<file path="config.mk">
export PLATFORM = sky130hd
export DESIGN_NAME = result_display
export DESIGN_NICKNAME = d
export VERILOG_FILES = /design/src/rtl/result_display.sv
export SDC_FILE = /design/constraint.sdc
export NUM_CORES = 1
export LEC_CHECK = 0
export CORE_MARGIN = 4
export CORE_UTILIZATION = 65
export CTS_CLUSTER_SIZE = 8
export DETAILED_ROUTE_END_ITERATION = 8
export PLACE_DENSITY = 0.86
export SYNTH_ARGS = -nofsm -noshare
export SYNTH_HDL_FRONTEND = slang
export SYNTH_SLANG_ARGS = --single-unit
</file>
<file path="constraint.sdc">
create_clock -name clk -period 3.7 [get_ports clk]
set_input_delay 0.37 -clock clk [delete_from_list [all_inputs] [get_ports clk]]
set_output_delay 0.37 -clock clk [all_outputs]
set_load 0.02 [all_outputs]
</file>
<file path="src/rtl/result_display.sv">
`default_nettype none
// ============================================================================
// Module   : result_display
// Purpose  : Double-dabble BCD conversion of the adder sum, driving a 4-digit
//            common-anode multiplexed seven-segment display.
// Option   : LEADING_ZERO_BLANK_EN blanks leading zero hundreds/tens digits.
// Revision : 1.0 - initial release
// ============================================================================
module result_display #(
    parameter int REFRESH_DIV = 50000
) (
    input  logic       clk,
    input  logic       rst_n,
    input  logic [7:0] s,
    input  logic       cout,
    output logic [6:0] seg,
    output logic [3:0] an,
    output logic       busy
);

    localparam int            RW        = (REFRESH_DIV > 1) ? $clog2(REFRESH_DIV) : 1;
    localparam logic [RW-1:0] RCNT_MAX  = RW'(REFRESH_DIV - 1);
    localparam logic [6:0]    SEG_BLANK = 7'b1111111;
    localparam logic [6:0]    SEG_C     = 7'b1000110;

    typedef enum logic [1:0] {
        IDLE  = 2'd0,
        SHIFT = 2'd1,
        DONE  = 2'd2
    } state_t;

    state_t        state_q,    state_d;
    logic [7:0]    last_val_q, last_val_d;
    logic          last_c_q,   last_c_d;
    logic [19:0]   sh_q,       sh_d;
    logic [2:0]    cnt_q,      cnt_d;
    logic [3:0]    d0_q,       d0_d;
    logic [3:0]    d1_q,       d1_d;
    logic [3:0]    d2_q,       d2_d;
    logic          dc_q,       dc_d;
    logic          busy_q,     busy_d;
    logic [RW-1:0] rcnt_q,     rcnt_d;
    logic [1:0]    sel_q,      sel_d;

    logic [19:0]   sh_adj;
    logic          blank_d1;
    logic          blank_d2;

    function automatic logic [3:0] add3(input logic [3:0] n);
        return (n >= 4'd5) ? n + 4'd3 : n;
    endfunction

    function automatic logic [6:0] seg7(input logic [3:0] n);
        case (n)
            4'd0:    return 7'b1000000;
            4'd1:    return 7'b1111001;
            4'd2:    return 7'b0100100;
            4'd3:    return 7'b0110000;
            4'd4:    return 7'b0011001;
            4'd5:    return 7'b0010010;
            4'd6:    return 7'b0000010;
            4'd7:    return 7'b1111000;
            4'd8:    return 7'b0000000;
            4'd9:    return 7'b0010000;
            default: return SEG_BLANK;
        endcase
    endfunction

    assign sh_adj = {add3(sh_q[19:16]), add3(sh_q[15:12]), add3(sh_q[11:8]), sh_q[7:0]};

    always_comb begin
        state_d    = state_q;
        last_val_d = last_val_q;
        last_c_d   = last_c_q;
        sh_d       = sh_q;
        cnt_d      = cnt_q;
        d0_d       = d0_q;
        d1_d       = d1_q;
        d2_d       = d2_q;
        dc_d       = dc_q;

        case (state_q)
            IDLE: begin
                // Any change of sum or carry restarts conversion; no handshake.
                if ((s != last_val_q) || (cout != last_c_q)) begin
                    last_val_d = s;
                    last_c_d   = cout;
                    sh_d       = {12'd0, s};
                    cnt_d      = 3'd0;
                    state_d    = SHIFT;
                end
            end
            SHIFT: begin
                sh_d  = {sh_adj[18:0], 1'b0};
                cnt_d = cnt_q + 3'd1;
                if (cnt_q == 3'd7) begin
                    state_d = DONE;
                end
            end
            DONE: begin
                d2_d    = sh_q[19:16];
                d1_d    = sh_q[15:12];
                d0_d    = sh_q[11:8];
                dc_d    = last_c_q;
                state_d = IDLE;
            end
            default: state_d = IDLE;
        endcase

        busy_d = (state_d != IDLE);

        if (rcnt_q == RCNT_MAX) begin
            rcnt_d = '0;
            sel_d  = sel_q + 2'd1;
        end else begin
            rcnt_d = rcnt_q + 1'b1;
            sel_d  = sel_q;
        end
    end

    always_ff @(posedge clk or negedge rst_n) begin
        if (!rst_n) begin
            state_q    <= IDLE;
            last_val_q <= 8'd0;
            last_c_q   <= 1'b0;
            sh_q       <= 20'd0;
            cnt_q      <= 3'd0;
            d0_q       <= 4'd0;
            d1_q       <= 4'd0;
            d2_q       <= 4'd0;
            dc_q       <= 1'b0;
            busy_q     <= 1'b0;
            rcnt_q     <= '0;
            sel_q      <= 2'd0;
        end else begin
            state_q    <= state_d;
            last_val_q <= last_val_d;
            last_c_q   <= last_c_d;
            sh_q       <= sh_d;
            cnt_q      <= cnt_d;
            d0_q       <= d0_d;
            d1_q       <= d1_d;
            d2_q       <= d2_d;
            dc_q       <= dc_d;
            busy_q     <= busy_d;
            rcnt_q     <= rcnt_d;
            sel_q      <= sel_d;
        end
    end

`ifdef LEADING_ZERO_BLANK_EN
    assign blank_d2 = (d2_q == 4'd0);
    assign blank_d1 = (d2_q == 4'd0) && (d1_q == 4'd0);
`else
    assign blank_d2 = 1'b0;
    assign blank_d1 = 1'b0;
`endif

    always_comb begin
        seg = SEG_BLANK;
        case (sel_q)
            2'd0:    seg = seg7(d0_q);
            2'd1:    seg = blank_d1 ? SEG_BLANK : seg7(d1_q);
            2'd2:    seg = blank_d2 ? SEG_BLANK : seg7(d2_q);
            default: seg = dc_q ? SEG_C : SEG_BLANK;
        endcase
    end

    assign an   = ~(4'b0001 << sel_q);
    assign busy = busy_q;

endmodule
`default_nettype wire

</file>
# Yosys cells after proc, flatten, opt, wreduce, memory -nomap -nowiden
# Memories as Yosys holds them, arrays and structs flattened.
# Cells that the tools add are included.
# op_classes
n_reduce_logical	7
n_shift	1
eq_ne	9
add_sub_neg	6
n_lt_le_gt_ge	3
n_mux	13
n_bitwise	1
# ops
cell	n
$pmux 20 s2	1
$pmux 7 s3	1
$mux 20	1
$add 16x1->16 const B	1
$eq 16x16->1 const B	1
$mux 16	1
$ge 4x3->1 const B	3
$add 4x2->4 const B	2
$mux 4	2
$ne 8x8->1	1
$mux 3	2
$mux 6	1
$pmux 3 s2	1
$eq 2x1->1 const B	2
$eq 2x2->1 const B	2
$logic_not 2->1	2
$mux 2	2
$not 4->4	1
$pmux 2 s2	1
$reduce_and 2->1	2
$reduce_bool 2->1	2
$shl 1x2->4 const A	1
$add 3x1->3 const B	1
$add 3x2->3 const B	1
5 further kinds	5
# totals
wordCells	55
memories	3
rom_bits	336
in_bits	11
output_inout_bits	12
ff_bits	66
# mem_list
name	depth	width	rd	rd_clocked_by_memory_dff	wr	line_no	source
(name not given)	16	7	1	0	0	54	case (n)
(name not given)	16	7	1	0	0	54	
(name not given)	16	7	1	0	0	54	

# Longest topological paths before layout
# depth
word_depth	5
ltp_mapped	6
ltp_nobuf	6

# Worst setup path after synthesis
# OpenSTA, ideal clock, no wires.
# synth_path
path_type	reg-to-output
startpoint	register sel_q[1]
endpoint	output seg[5]
t_required_ns	3.330
path_stages_with_launch	7
slack_ns	1.754
arrival_ns	1.576
path_cell_list	dfrtp_1 -> inv_1 -> ha_1 -> inv_1 -> a21oi_1 -> o21ai_0 -> a41oi_1
# synth_via
elab_chain_len	2
elab_cells_between_ends	4
cone_classes	2 x eq/ne; 1 x mux; 1 x reduce/logical
# synth_lines
item	line_no	source
start, declared	43	logic [1:0] sel_q, sel_d;
start signal, assigned	147	sel_q <= sel_d;
$eq 2x2->1 (tied with other cells)	161	case (sel_q)
$pmux 7 s3 (*)	161	
end, declared	16	output logic [6:0] seg,
# Mark *: on every way between the ends. The rest lies on a longest branch, timed or not.

# Worst setup path in the final report
# layout_path
startpoint	register d2_q[1]
endpoint	output seg[1]
# layout_via
elab_chain_len	2
# layout_lines
item	line_no	source
start, declared	39	logic [3:0] d2_q, d2_d;
start signal, assigned	130	d2_q <= 4'd0;
start signal, assigned	143	d2_q <= d2_d;
$mem_v2 16x7	-	
$pmux 7 s3	161	
# Every way passes these cells.

==> reports/metrics.csv <==
metric,value,unit
status,"finished, final reports clean",
first-pass GRT wire length,13400,um
VDD IR max,0.000592,V
"most common cell after layout, fill and taps aside",dfrtp_1,
Clock Tree Buf Depth,2,
initial core utilization,67.2,%
Critical Path AT,2.50,ns
grt ovf,0,
layout cell share with drive strength beyond 1,9.35,%
fmax,348,MHz
slowest CP cell,clkdlybuf4s50_1,
Critical Path Max Stage Delay,0.54,ns
GRT Total Usage,22.3,%
CTS root buffer,clkbuf_8,
Post CTS Setup Buffer Count,0,
detailed placement HPWL,5570,um
1st-pass router iterations,4,
Synth top area share,41.5,%
minimum clock period,2.87,ns
startpoint types,flip-flop,
Synth Warn #,0,
mux contribution to synthesized area,4.34,%
measured slew at the worst slew-check pin,0.943,ns
nets@finish,488,
Crit Path Class,reg2out,
"Critical Path, Cell by Cell",inv_1 > ha_1 > o21ai_0 > a21oi_1 > a2111o_1 > clkdlybuf4s50_1,
worst-path fanout max,8,
Die Ht,86.3,um
area taken by multi-input logic gates,0.00214,mm^2
"Seq/Total Area, Yosys",41.5,%
Worst-Skew Late Latency,0.34,ns
Rows,28,
Synth Instances,424,
area of the core,0.00592,mm^2
Routed Antenna Nets,0,
initial DRC count,180,
"Cell Area, Synth",0.00398,mm^2
final hold violations,0,
worst hold path type,in2async,
Final Setup Violations,0,
switching power,0.00143,W
post-CTS sizing,0,
main combinational cell family by area after synthesis,simple AND/OR/NAND/NOR gates,
Synth Area in Adders,10.1,%
ranking of synthesized cells by area,"dfrtp_1 (41%), ha_1 (10%), nand2_1 (4.6%)",
XOR/XNOR share of the synthesized area,6.16,%
"commonest cells after routing, fill and taps aside","dfrtp_1 (66), nand2_1 (49), ha_1 (32)",
clock tree from TritonCTS,done,
Crit path required time,3.33,ns
diodes inserted,0,
max-cap viol count,0,
"Top FF cell, synth",dfrtp_1,
WL per Instance,14.8,um
worst hold slack,0.138,ns
sequential share of power,37.7,%
syn avg cell area,9.39,um^2
total clock buffers created by CTS,9,
die width,86.3,um
fill count,397,
antenna violations before repair,0,
Gate power share,46.9,%
async set or reset register ratio after synthesis,100,%
internal power,0.00197,W
DRC violations left,0,
IO buf count,22,
CTS hold repair buffers,0,
routed wire length,7770,um
Final period util,77.6,%
unrepaired setup endpoints after global routing,no,
Relative slew margins,36.9,%
"Clk pin slew, worst setup/hold paths",0.07,ns
gpl congestion,0.852,
post-route clock skew,0.00715,ns
Lkg Pwr,2.00,nW
vias in the first global route,3071,
critical path endpoint category,output pin,
Via density,5.90,
CTS H-Tree Depth,3,
Seq cells post-synth,66,
Clock Power Share,15.5,%
setup TNS,0,ns
via count,3090,
simple-gate share of the synthesized area,17.9,%
Slew Limit Fails,0,
# IOs,23,
Compound-Gate Fraction of Synth Area,15.3,%
Syn Nets,467,
Yosys cell types,48,
Pwr per Cell Area,765,mW/mm^2
Synth area leader,dfrtp_1,
Switching Fraction,42.1,%
FF+latch area,0.00165,mm^2
Post-synth EDFFs,0,
area delta synth->final,11.3,%
clock tree sinks,66,
die area,0.00744,mm^2
largest net degree at the start of global routing,41,
-- critical path: cells and delay by family, from the launching register on --
family          cells  cell delay (ns)
compound gates      3             0.70
fa+ha+maj           1             0.32
buf+inv             2             0.69
flops               1             0.47
-- cell type report --
class                      instances  area share [%]
multi-input combinational        309            48.3
sequential                        66            37.3
timing repair buffer              28            5.87
clock buffer                      12            3.50
inverter                          31            2.62
tap                               75            2.12
clock inverter                     3           0.339
-- registers in the layout, summed over array words and instances, names as in the netlist, 3 cells and up --
| signal | flops |
|---|---|
| last_val_q | 8 |
| d0_q | 4 |
| d1_q | 4 |
| sh_q | 20 |
| d2_q | 4 |
| cnt_q | 3 |
| rcnt_q | 16 |
-- metrics by stage --
step | setup WS (ns) | instances | total power (W) | area, um^2 | util (%)
2_1_floorplan | 1.75 | 424 | 0.00239 | 3980 | -
3_3_place_gp | 1.29 | 509 | 0.00277 | 4260 | 72.0
3_5_place_dp | 1.19 | 509 | 0.00286 | 4260 | 72.0
4_1_cts | 0.827 | 524 | 0.00340 | 4430 | 74.9
5_1_grt | 0.684 | 524 | 0.00367 | 4430 | 74.9
6_report | 0.830 | 524 | 0.00339 | 4430 | 74.9
-- cells in the mapped netlist (10+ instances only) --
cell type  number
dfrtp_1        66
xnor2_1        14
mux2_2         10
nor2_1         25
nand2_1        49
nor2b_1        11
nand4_1        11
o21ai_0        28
clkbuf_1       14
nand3_1        11
inv_1          31
ha_1           32
a21oi_1        18
xor2_1         14
-- cell families (layout without fill, tap and decap cells) --
| group | after synthesis | after routing |
|---|---|---|
| AOI/OAI and AO/OA | 93 | 93 |
| buffers and inverters | 49 | 74 |
| xor gates and xnor gates | 28 | 28 |
| muxes | 16 | 16 |
| adders and majority gates | 32 | 32 |
| and+or+nand+nor | 140 | 140 |
| DFF | 66 | 66 |
-- power groups by stage --
stage / clock, W / sequential [W] / combinational (W)
detailed placement: 0 / 0.00128 / 0.00158
finish: 0.000524 / 0.00128 / 0.00159
global placement: 0 / 0.00126 / 0.00151
floorplan: 0 / 0.00113 / 0.00126
global route: 0.000569 / 0.00132 / 0.00178
CTS: 0.000534 / 0.00127 / 0.00159
-- layer usage --
metal  track usage [%]  share of wire [%]  vias up
met2              37.1                 50       81
met3              3.52                3.2       22
li1                  -                  -     1514
met4              11.8                2.8        0
met1              28.0                 44     1473
met5                 0                  0        -
-- final timing paths --
path | end | slack [ns] | depth (start not counted) | from
worst min-delay path | rcnt_q[15]$_DFF_PN0_ | 0.14 | 1 | rst_n
worst min register to register | cnt_q[0]$_DFFE_PN0P_ | 0.49 | 1 | cnt_q[0]$_DFFE_PN0P_
worst max register to register | sh_q[2]$_DFFE_PN0P_ | 1.65 | 4 | state_q[0]$_DFF_PN0_
min in group clk | cnt_q[0]$_DFFE_PN0P_ | 0.49 | 1 | cnt_q[0]$_DFFE_PN0P_
worst max-delay path | seg[1] | 0.83 | 6 | d2_q[1]$_DFFE_PN0N_
max in group asynchronous | sh_q[5]$_DFFE_PN0P_ | 2.68 | 2 | rst_n
Note: power is estimated with default switching activity, not from simulation.
